File: config.mk
export PLATFORM = sky130hd
export DESIGN_NAME = div_issue_ctrl
export DESIGN_NICKNAME = d
export VERILOG_FILES = /design/src/rtl/div_issue_ctrl_pkg.sv /design/src/rtl/div_special_detect.sv /design/src/rtl/div_issue_ctrl.sv
export SDC_FILE = /design/constraint.sdc
export NUM_CORES = 1
export LEC_CHECK = 0
export ABC_AREA = 1
export CAP_MARGIN = 10
export CORE_MARGIN = 1.5
export CORE_UTILIZATION = 35
export CTS_CLUSTER_SIZE = 8
export DETAILED_ROUTE_END_ITERATION = 10
export HOLD_SLACK_MARGIN = 0.06
export MAX_ROUTING_LAYER = met4
export SYNTH_ARGS = -nofsm -noshare
export SYNTH_HDL_FRONTEND = slang
export SYNTH_HIERARCHICAL = 1
export SYNTH_SLANG_ARGS = --single-unit
File: constraint.sdc
create_clock -name sys_clk -period 1.6 [get_ports sys_clk]
set_input_delay 0.24 -clock sys_clk [delete_from_list [all_inputs] [get_ports sys_clk]]
set_output_delay 0.24 -clock sys_clk [all_outputs]
set_load 0.03 [all_outputs]
File: src/rtl/div_issue_ctrl_pkg.sv
// Shared definitions for the divide issue controller: M-extension funct3
// codes, controller state encoding and a small op-decode helper.
package div_issue_ctrl_pkg;

   localparam logic [2:0] F3_DIV  = 3'b100;
   localparam logic [2:0] F3_DIVU = 3'b101;
   localparam logic [2:0] F3_REM  = 3'b110;
   localparam logic [2:0] F3_REMU = 3'b111;

   typedef enum logic [2:0] {
      ST_IDLE  = 3'd0,
      ST_SPEC  = 3'd1,
      ST_START = 3'd2,
      ST_WAIT  = 3'd3,
      ST_DRAIN = 3'd4
   } div_state_t;

   // True for one of the four encodings the divider understands.
   function automatic logic is_div_op(input logic [2:0] funct3);
      return (funct3[2] == 1'b1);
   endfunction

endpackage

File: src/rtl/div_special_detect.sv
// Combinational detection of RISC-V divide corner cases that are resolved
// without the iterative divider: divide by zero, signed overflow
// (INT_MIN / -1) and unsupported funct3 codes (result forced to zero).
// Zero divisor is checked before overflow.
module div_special_detect
   import div_issue_ctrl_pkg::*;
#(
   parameter int XLEN = 32
) (
   input  logic [2:0]      funct3,
   input  logic [XLEN-1:0] rs1,
   input  logic [XLEN-1:0] rs2,
   output logic            is_special,
   output logic [XLEN-1:0] special_result
);

   localparam logic [XLEN-1:0] INT_MIN  = {1'b1, {(XLEN-1){1'b0}}};
   localparam logic [XLEN-1:0] ALL_ONES = {XLEN{1'b1}};
   localparam logic [XLEN-1:0] ZERO     = {XLEN{1'b0}};

   logic div_by_zero_s;
   logic overflow_s;

   // Operand classification shared by all op types.
   always_comb begin
      div_by_zero_s = (rs2 == ZERO);
      overflow_s    = (rs1 == INT_MIN) && (rs2 == ALL_ONES);
   end

   // Select the architectural result for each special case.
   always_comb begin
      is_special     = 1'b0;
      special_result = ZERO;
      if (!is_div_op(funct3)) begin
         is_special     = 1'b1;
         special_result = ZERO;
      end else begin
         case (funct3)
            F3_DIV: begin
               if (div_by_zero_s) begin
                  is_special     = 1'b1;
                  special_result = ALL_ONES;
               end else if (overflow_s) begin
                  is_special     = 1'b1;
                  special_result = INT_MIN;
               end else begin
                  is_special     = 1'b0;
                  special_result = ZERO;
               end
            end
            F3_DIVU: begin
               if (div_by_zero_s) begin
                  is_special     = 1'b1;
                  special_result = ALL_ONES;
               end else begin
                  is_special     = 1'b0;
                  special_result = ZERO;
               end
            end
            F3_REM: begin
               if (div_by_zero_s) begin
                  is_special     = 1'b1;
                  special_result = rs1;
               end else if (overflow_s) begin
                  is_special     = 1'b1;
                  special_result = ZERO;
               end else begin
                  is_special     = 1'b0;
                  special_result = ZERO;
               end
            end
            F3_REMU: begin
               if (div_by_zero_s) begin
                  is_special     = 1'b1;
                  special_result = rs1;
               end else begin
                  is_special     = 1'b0;
                  special_result = ZERO;
               end
            end
            default: begin
               is_special     = 1'b1;
               special_result = ZERO;
            end
         endcase
      end
   end

endmodule

File: src/rtl/div_issue_ctrl.sv
// Divide issue controller for the EX stage. Accepts one M-extension divide
// op, answers special cases in one cycle, otherwise launches the shared
// iterative divider and waits for its completion pulse. A flush while the
// divider runs drains it (the divider cannot abort); a watchdog recovers
// from a hung divider and raises a sticky error.
// Optional feature macro: DIV_RESULT_CACHE_EN (one-entry result cache that
// turns an exact repeat of the last divider op into a one-cycle hit).
module div_issue_ctrl
   import div_issue_ctrl_pkg::*;
#(
   parameter int XLEN    = 32,
   parameter int TAG_W   = 5,
   parameter int TIMEOUT = 64
) (
   input  logic             sys_clk,
   input  logic             sys_reset_n,
   input  logic             ex_valid_i,
   output logic             ex_ready_o,
   input  logic             ex_flush_i,
   input  logic [2:0]       ex_funct3_i,
   input  logic [XLEN-1:0]  ex_rs1_i,
   input  logic [XLEN-1:0]  ex_rs2_i,
   input  logic [TAG_W-1:0] ex_tag_i,
   output logic             res_valid_o,
   output logic [XLEN-1:0]  res_data_o,
   output logic [TAG_W-1:0] res_tag_o,
   output logic             busy_o,
   output logic             err_o,
   output logic             div_start_o,
   output logic             div_reset_o,
   output logic [XLEN-1:0]  div_dividend_o,
   output logic [XLEN-1:0]  div_divisor_o,
   output logic [2:0]       div_funct3_o,
   input  logic [XLEN-1:0]  div_result_i,
   input  logic             div_complete_i
);

   localparam int              CNT_W    = $clog2(TIMEOUT + 1);
   localparam logic [CNT_W-1:0] CNT_LAST = CNT_W'(TIMEOUT - 1);
   localparam logic [CNT_W-1:0] CNT_ONE  = {{(CNT_W-1){1'b0}}, 1'b1};
   localparam logic [CNT_W-1:0] CNT_ZERO = {CNT_W{1'b0}};

   div_state_t       state_r;
   logic [CNT_W-1:0] cnt_r;
   logic [2:0]       f3_r;
   logic [XLEN-1:0]  rs1_r;
   logic [XLEN-1:0]  rs2_r;
   logic [TAG_W-1:0] tag_r;
   logic [XLEN-1:0]  spec_res_r;
   logic             res_valid_r;
   logic [XLEN-1:0]  res_data_r;
   logic [TAG_W-1:0] res_tag_r;
   logic             busy_r;
   logic             ready_r;
   logic             err_r;
   logic             start_r;
   logic             dreset_r;

   logic             is_special_s;
   logic [XLEN-1:0]  special_result_s;
   logic             cache_hit_s;
   logic [XLEN-1:0]  cache_res_s;
   logic             accept_s;
   logic             complete_ok_s;
   logic             complete_drop_s;
   logic             drain_done_s;
   logic             wdog_s;
   logic             to_drain_s;

   div_special_detect #(.XLEN(XLEN)) u_special (
      .funct3         (ex_funct3_i),
      .rs1            (ex_rs1_i),
      .rs2            (ex_rs2_i),
      .is_special     (is_special_s),
      .special_result (special_result_s)
   );

   // Decode handshake and completion/watchdog events from the current state.
   always_comb begin
      accept_s        = ex_valid_i & ready_r & ~ex_flush_i;
      complete_ok_s   = (state_r == ST_WAIT) & div_complete_i & ~ex_flush_i;
      complete_drop_s = (state_r == ST_WAIT) & div_complete_i & ex_flush_i;
      drain_done_s    = (state_r == ST_DRAIN) & div_complete_i;
      wdog_s          = ((state_r == ST_WAIT) | (state_r == ST_DRAIN)) &
                        ~div_complete_i & (cnt_r == CNT_LAST);
      to_drain_s      = ((state_r == ST_START) & ex_flush_i) |
                        ((state_r == ST_WAIT) & ex_flush_i & ~div_complete_i & ~wdog_s);
   end

`ifdef DIV_RESULT_CACHE_EN
   logic             cache_vld_r;
   logic [2:0]       cache_f3_r;
   logic [XLEN-1:0]  cache_rs1_r;
   logic [XLEN-1:0]  cache_rs2_r;
   logic [XLEN-1:0]  cache_data_r;

   // Hit when the offered op exactly repeats the last divider op.
   always_comb begin
      cache_hit_s = cache_vld_r & (cache_f3_r == ex_funct3_i) &
                    (cache_rs1_r == ex_rs1_i) & (cache_rs2_r == ex_rs2_i);
      cache_res_s = cache_data_r;
   end

   // Capture every delivered divider result; drop the entry on abnormal ends.
   always_ff @(posedge sys_clk or negedge sys_reset_n) begin
      if (!sys_reset_n) begin
         cache_vld_r  <= 1'b0;
         cache_f3_r   <= 3'b000;
         cache_rs1_r  <= {XLEN{1'b0}};
         cache_rs2_r  <= {XLEN{1'b0}};
         cache_data_r <= {XLEN{1'b0}};
      end else if (wdog_s | to_drain_s) begin
         cache_vld_r  <= 1'b0;
      end else if (complete_ok_s) begin
         cache_vld_r  <= 1'b1;
         cache_f3_r   <= f3_r;
         cache_rs1_r  <= rs1_r;
         cache_rs2_r  <= rs2_r;
         cache_data_r <= div_result_i;
      end
   end
`else
   // Without the cache every non-special op goes to the divider.
   always_comb begin
      cache_hit_s = 1'b0;
      cache_res_s = {XLEN{1'b0}};
   end
`endif

   // Controller FSM with all outputs registered.
   always_ff @(posedge sys_clk or negedge sys_reset_n) begin
      if (!sys_reset_n) begin
         state_r     <= ST_IDLE;
         cnt_r       <= CNT_ZERO;
         f3_r        <= 3'b000;
         rs1_r       <= {XLEN{1'b0}};
         rs2_r       <= {XLEN{1'b0}};
         tag_r       <= {TAG_W{1'b0}};
         spec_res_r  <= {XLEN{1'b0}};
         res_valid_r <= 1'b0;
         res_data_r  <= {XLEN{1'b0}};
         res_tag_r   <= {TAG_W{1'b0}};
         busy_r      <= 1'b0;
         ready_r     <= 1'b1;
         err_r       <= 1'b0;
         start_r     <= 1'b0;
         dreset_r    <= 1'b0;
      end else begin
         res_valid_r <= 1'b0;
         start_r     <= 1'b0;
         dreset_r    <= 1'b0;
         case (state_r)
            ST_IDLE: begin
               if (accept_s) begin
                  f3_r       <= ex_funct3_i;
                  rs1_r      <= ex_rs1_i;
                  rs2_r      <= ex_rs2_i;
                  tag_r      <= ex_tag_i;
                  spec_res_r <= is_special_s ? special_result_s : cache_res_s;
                  state_r    <= (is_special_s | cache_hit_s) ? ST_SPEC : ST_START;
                  busy_r     <= 1'b1;
                  ready_r    <= 1'b0;
               end
            end
            ST_SPEC: begin
               res_valid_r <= 1'b1;
               res_data_r  <= spec_res_r;
               res_tag_r   <= tag_r;
               state_r     <= ST_IDLE;
               busy_r      <= 1'b0;
               ready_r     <= 1'b1;
            end
            ST_START: begin
               start_r <= 1'b1;
               cnt_r   <= CNT_ZERO;
               state_r <= to_drain_s ? ST_DRAIN : ST_WAIT;
            end
            ST_WAIT: begin
               cnt_r <= cnt_r + CNT_ONE;
               if (complete_ok_s) begin
                  res_valid_r <= 1'b1;
                  res_data_r  <= div_result_i;
                  res_tag_r   <= tag_r;
                  state_r     <= ST_IDLE;
                  busy_r      <= 1'b0;
                  ready_r     <= 1'b1;
               end else if (complete_drop_s) begin
                  state_r <= ST_IDLE;
                  busy_r  <= 1'b0;
                  ready_r <= 1'b1;
               end else if (wdog_s) begin
                  err_r    <= 1'b1;
                  dreset_r <= 1'b1;
                  state_r  <= ST_IDLE;
                  busy_r   <= 1'b0;
                  ready_r  <= 1'b1;
               end else if (to_drain_s) begin
                  state_r <= ST_DRAIN;
               end
            end
            ST_DRAIN: begin
               cnt_r <= cnt_r + CNT_ONE;
               if (drain_done_s) begin
                  state_r <= ST_IDLE;
                  busy_r  <= 1'b0;
                  ready_r <= 1'b1;
               end else if (wdog_s) begin
                  err_r    <= 1'b1;
                  dreset_r <= 1'b1;
                  state_r  <= ST_IDLE;
                  busy_r   <= 1'b0;
                  ready_r  <= 1'b1;
               end
            end
            default: begin
               state_r <= ST_IDLE;
               busy_r  <= 1'b0;
               ready_r <= 1'b1;
            end
         endcase
      end
   end

   // Drive ports straight from the registers.
   always_comb begin
      ex_ready_o     = ready_r;
      res_valid_o    = res_valid_r;
      res_data_o     = res_data_r;
      res_tag_o      = res_tag_r;
      busy_o         = busy_r;
      err_o          = err_r;
      div_start_o    = start_r;
      div_reset_o    = dreset_r;
      div_dividend_o = rs1_r;
      div_divisor_o  = rs2_r;
      div_funct3_o   = f3_r;
   end

endmodule
Yosys cells after proc, flatten, opt, wreduce, memory -nomap -nowiden
Cells that the tools add are included. Widths: inputs -> output; s select.

Input bits: 109. Logic and storage cells: 119. Bits in registers: 157.

Reduce and logical (&&, ||, !) cells: 15. Bitwise gates (word level): 18. $add $sub $neg: 1. Muxes and demuxes: 52. Equality and inequality tests: 18.

Operator list (number): $mux 32 (7); $pmux 32 s3 (1); $eq 32x32->1 const B (2); $pmux 32 s2 (1); $logic_not 32->1 (1); $mux 1 (24); $mux 3 (8); $eq 3x3->1 const B (5); $pmux 7 s2 (1); $and 1x1->1 (12); $pmux 3 s4 (1); $ne 2x2->1 const B (5); $pmux 5 s2 (1); $pmux 1 s2 (4); $pmux 1 s4 (2); $reduce_or 2->1 (4); $add 7x1->7 const B (1); $eq 7x6->1 const B (1); $eq 3x2->1 const B (2); $reduce_and 2->1 (3); $reduce_bool 2->1 (3); $mux 5 (1); $ne 5x5->1 const B (1); $not 1->1 (4); 8 further kinds (9).

Depth between registers and ports, before layout
Depth in word-level cells: 12. Mapped depth: 13. Gate-level depth less buffers: 12.

By module
The synthesis kept the hierarchy.

Modules (own cells, without submodules): div_issue_ctrl (cells each 738, times used 1, area each 6373.6 um^2, sequential area each 3930.0 um^2); div_special_detect (cells each 174, times used 1, area each 725.7 um^2, sequential area each 0.0 um^2).

Least setup slack after synthesis
No wires, ideal clock.

Kind: reg-to-reg. Start point: register ready_r (netlist: ex_ready_o). End point: register rs1_r[0] (netlist: div_dividend_o[0]). Slack: 0.084 ns. Arrival time: 1.398 ns. Library setup time: 0.118 ns. Stages on the path, launching flop included: 8. Clock period less this slack: 1.516 ns. Cell sequence: dfstp_2 -> nand3_1 -> nor2_4 -> inv_2 -> buf_6 -> buf_2 -> nand2_1 -> nand2_1.

Longest elaborated chain between the ends: 3.

RTL lines: start: declaration (RTL line div_issue_ctrl.sv:54) `logic ready_r;`; start signal: assignment (RTL line div_issue_ctrl.sv:144) `ready_r <= 1'b1;`; start signal: assignment (RTL line div_issue_ctrl.sv:162) `ready_r <= 1'b0;`; start signal: assignment (RTL line div_issue_ctrl.sv:171) `ready_r <= 1'b1;`; $and 1x1->1 (2 in a row) (RTL line div_issue_ctrl.sv:80) `accept_s = ex_valid_i & ready_r & ~ex_flush_i;`; $reduce_and 2->1 (no line); end signal: assignment (RTL line div_issue_ctrl.sv:136) `rs1_r <= {XLEN{1'b0}};`; end signal: assignment (RTL line div_issue_ctrl.sv:156) `rs1_r <= ex_rs1_i;`; end: declaration (RTL line div_issue_ctrl.sv:46) `logic [XLEN-1:0] rs1_r;`.

No other way between the ends. A chain may end at the register's enable or synchronous reset.

Worst setup path in the final report
Start point: register ready_r (netlist: ex_ready_o). End point: output ex_ready_o.

RTL lines: end: declaration (RTL line div_issue_ctrl.sv:18) `output logic ex_ready_o,`.

No word-level cell between the ends.

==> results.yml <==
job:
  number_of_max_cap_violations: 0
cts:
  clockRootBuffer: "clkbuf_16"
  clock_tree.buffer_depth: 2
  cts_tree: "built"
  cts.htree.levels: 4
  clock-sinks: 157
  clk-insertion-delay-late_ns: 0.43
  cts.clk_slew.worst_paths_ns: 0.07
  cts-buffers-inserted: 17
layout:
  layout-drive-gt1-share_pct: 12.3
  layout.area.seq_mm2: 0.00393
  syn2layout_area_growth_pct: 50.4
  fill_cells: 1984
  area_taken_by_multi_input_logic_gates_mm2: 0.00284
  final_net_count: 1299
power:
  vdd.ir_drop.worst_v: 0.000946
  switching_share_pct: 41.7
  power_frac_clock_pct: 24.0
  p_int_mw: 9.74
  total_power_mw: 16.7
  total_power_divided_by_cell_area_mw_per_mm2: 1560
  power.static_leakage_nw: 5.74
  part_of_the_total_power_dissipated_in_sequential_elements_pct: 34.9
  power_frac_comb_pct: 41.1
  p_sw_mw: 6.97
sta:
  timing_worst_slew_pin_value_ns: 0.417
  final.hold.worst_slack_ns: 0.0687
  skew_ns: 0.0118
  max_freq_ghz: 0.668
  worst_slack_ns: 0.104
  final.min_clock_period_ns: 1.50
  hold_violations: 0
  slew_headroom_pct: 72.2
  final_min_period_over_clock_period_pct: 93.5
  setup_viol: 0
  timing.final.max_slew_violations: 0
  unrepaired_setup_endpoints_after_global_routing: "no"
detailed_routing:
  detail_route.vias_per_cell: 4.55
  detail_route.first_pass.iterations: 5
  first_iter_violations: 338
  post_drt_wl_per_cell_um: 14.5
  wirelength_mm: 21.2
  route.antenna.remaining_nets: 0
  drcViolationCount: 0
  dr_total_vias: 6686
floorplanning:
  die_span_in_y_um: 145
  pin_count: 219
  core-area_mm2: 0.0197
  initial_cell_density_of_the_core_pct: 36.1
  fp.dieArea_mm2: 0.0211
  dieWidth_um: 145
  num_rows: 51
yosys:
  netlist_area_mm2: 0.00710
  seq_area_frac_synth_pct: 55.4
  synth_seq_cells: 157
  mappedNetlistNets: 1022
  syn_inst: 912
  yosysWarningCount: 6
  synth.lib_cells_used.distinct: 26
  average_instance_area_after_synthesis_um2: 7.78
global_routing:
  gr-total-overflow: 0
  antenna_violations_before_repair: 1
  gr-usage-all-layers_pct: 21.0
  grt_first_pass_wirelength_mm: 34.5
  first_global_vias: 6549
  grt_max_degree: 56
outcome:
  run_status: "completed"
min_path:
  min_path_type: "primary input to flip-flop"
setup_path:
  worst-setup-path-type: "flip-flop to output port"
  crit_path_cells: "buf_4 -> buf_2"
  critical-path-top-delay-family: "flip-flops"
  path_max_fanout: 3
  cp_num_buf_inv: 2
  cp_slowest_stage_delay_ns: 0.54
  critPathCaptureType: "output port"
  worst_ep_required_time_ns: 1.36
  startpoint_type: "flip-flop"
  worst_path_max_delay_cell: "dfstp_2"
  critPathArrivalTime_ns: 1.26
place:
  dp_slack_ns: -0.532
  place_congestion: 0.853
  dpl.hpwl_mm: 15.5
  port_buffers: 218
-- cell usage after synthesis (all sizes together) --
library cell | instances | share of area, %
nor2 | 152 | 8.6
xor2 | 1 | 0.12
ha | 1 | 0.18
nand4 | 8 | 0.70
o211ai | 1 | 0.11
inv | 31 | 1.6
nand2 | 388 | 21
nor3 | 1 | 0.070
buf | 30 | 2.7
o21ai | 74 | 5.2
or2 | 3 | 0.26
o22ai | 1 | 0.088
dfstp | 1 | 0.37
a21oi | 2 | 0.14
clkbuf | 15 | 0.79
nand3 | 47 | 3.4
dfrtp | 156 | 55
-- metal layers --
metal  vias up  routed length, um  GRT usage (%)
met3        19               1530           6.61
li1       3408                  -              -
met1      3079               9880           27.9
met5         -                  0              -
met4         0                252           4.90
met2       180               9580           31.4
-- sequential cells by signal, summed over array words and instances (netlist names) --
name	flops
tag_r	5
busy_o	1
err_o	1
div_divisor_o	32
div_dividend_o	32
ex_ready_o	1
res_valid_o	1
cnt_r	7
res_data_o	32
div_funct3_o	3
div_start_o	1
state_r	3
spec_res_r	32
res_tag_o	5
div_reset_o	1
-- timing repair --
action                     4_1_cts  5_1_grt
pin swaps                        0        4
setup endpoints to repair      143       85
hold endpoints to repair        37        0
buffers inserted                 0        2
gates resized for setup        116       16
cloned                           0        2
hold buffers                     1        0
-- worst register-to-register path, cell delays in order, from the launching register on --
cell and delay, ns:
dfstp_2 0.54, nand3_1 0.15, nor2_4 0.21, buf_4 0.21, buf_4 0.17, nand2_1 0.07, nand2_1 0.07
-- power groups by stage --
stage	Clock (mW)	Combinational, mW	Sequential (mW)
after floorplan	0	1.90	8.03
after global placement	0	7.55	5.91
after detailed placement	0	7.60	5.93
after CTS	4.12	6.85	5.85
after global routing	4.30	7.46	6.00
final	4.01	6.87	5.83
-- final cells by class --
| class | instances | area share, % |
|---|---|---|
| flip-flops and latches | 157 | 36.8 |
| inverters | 31 | 1.11 |
| clock buffers | 18 | 4.02 |
| multi-input cells | 679 | 26.6 |
| clock inverters | 14 | 1.42 |
| repair buffers | 303 | 26.9 |
| well taps | 265 | 3.11 |
| diodes | 1 | 0.0234 |
-- stage by stage --
stage	util [%]	setup TNS, ns	area (um2)	cells
floorplan	-	0	7100	912
global placement	51.4	-27.17	10100	1430
detailed placement	51.4	-25.67	10100	1430
CTS	53.7	0	10600	1463
global route	54.3	0	10700	1468
finish	54.3	0	10700	1468
-- layout by cell type, fill, tap and decap left out, types with 2 or more instances in the layout --
cell type | synthesis | final
a21oi_1 | 2 | 2
buf_12 | 0 | 11
buf_4 | 6 | 70
buf_6 | 4 | 2
clkbuf_16 | 0 | 19
clkdlybuf4s50_1 | 0 | 102
clkinv_4 | 0 | 2
dfrtp_1 | 156 | 155
dlygate4sd2_1 | 0 | 109
dlymetal6s2s_1 | 0 | 5
inv_1 | 28 | 28
inv_2 | 3 | 2
inv_6 | 0 | 6
inv_8 | 0 | 2
nand2_1 | 385 | 383
nand2_2 | 3 | 4
nand3_1 | 46 | 45
nand3_2 | 1 | 2
nand4_1 | 8 | 8
nor2_1 | 139 | 135
nor2_2 | 11 | 13
nor2_4 | 2 | 4
o21ai_0 | 45 | 45
o21ai_1 | 29 | 29
or2_2 | 2 | 2
-- worst paths after layout --
path,cells after the start,slack (ns),start,to
setup / recovery,2,0.10,ex_ready_o$_DFFE_PN1P_,ex_ready_o
min in group asynchronous,2,0.30,sys_reset_n,div_reset_o$_DFF_PN0_
max in group asynchronous,3,0.66,sys_reset_n,div_dividend_o[2]$_DFFE_PN0P_
hold reg to reg,2,0.47,div_divisor_o[18]$_DFFE_PN0P_,div_divisor_o[18]$_DFFE_PN0P_
hold / removal,3,0.07,ex_rs1_i[31],div_dividend_o[31]$_DFFE_PN0P_
setup reg to reg,6,0.12,ex_ready_o$_DFFE_PN1P_,div_funct3_o[2]$_DFFE_PN0P_
-- kinds of logic after synthesis --
family	after synthesis	share of synthesized area [%]
simple gates	599	33.7
flops	157	55.4
compound gates	78	5.55
buf+inv	76	5.11
xor+xnor	1	0.123
fa+ha+maj	1	0.176
Power figures use the tool's default switching activity.
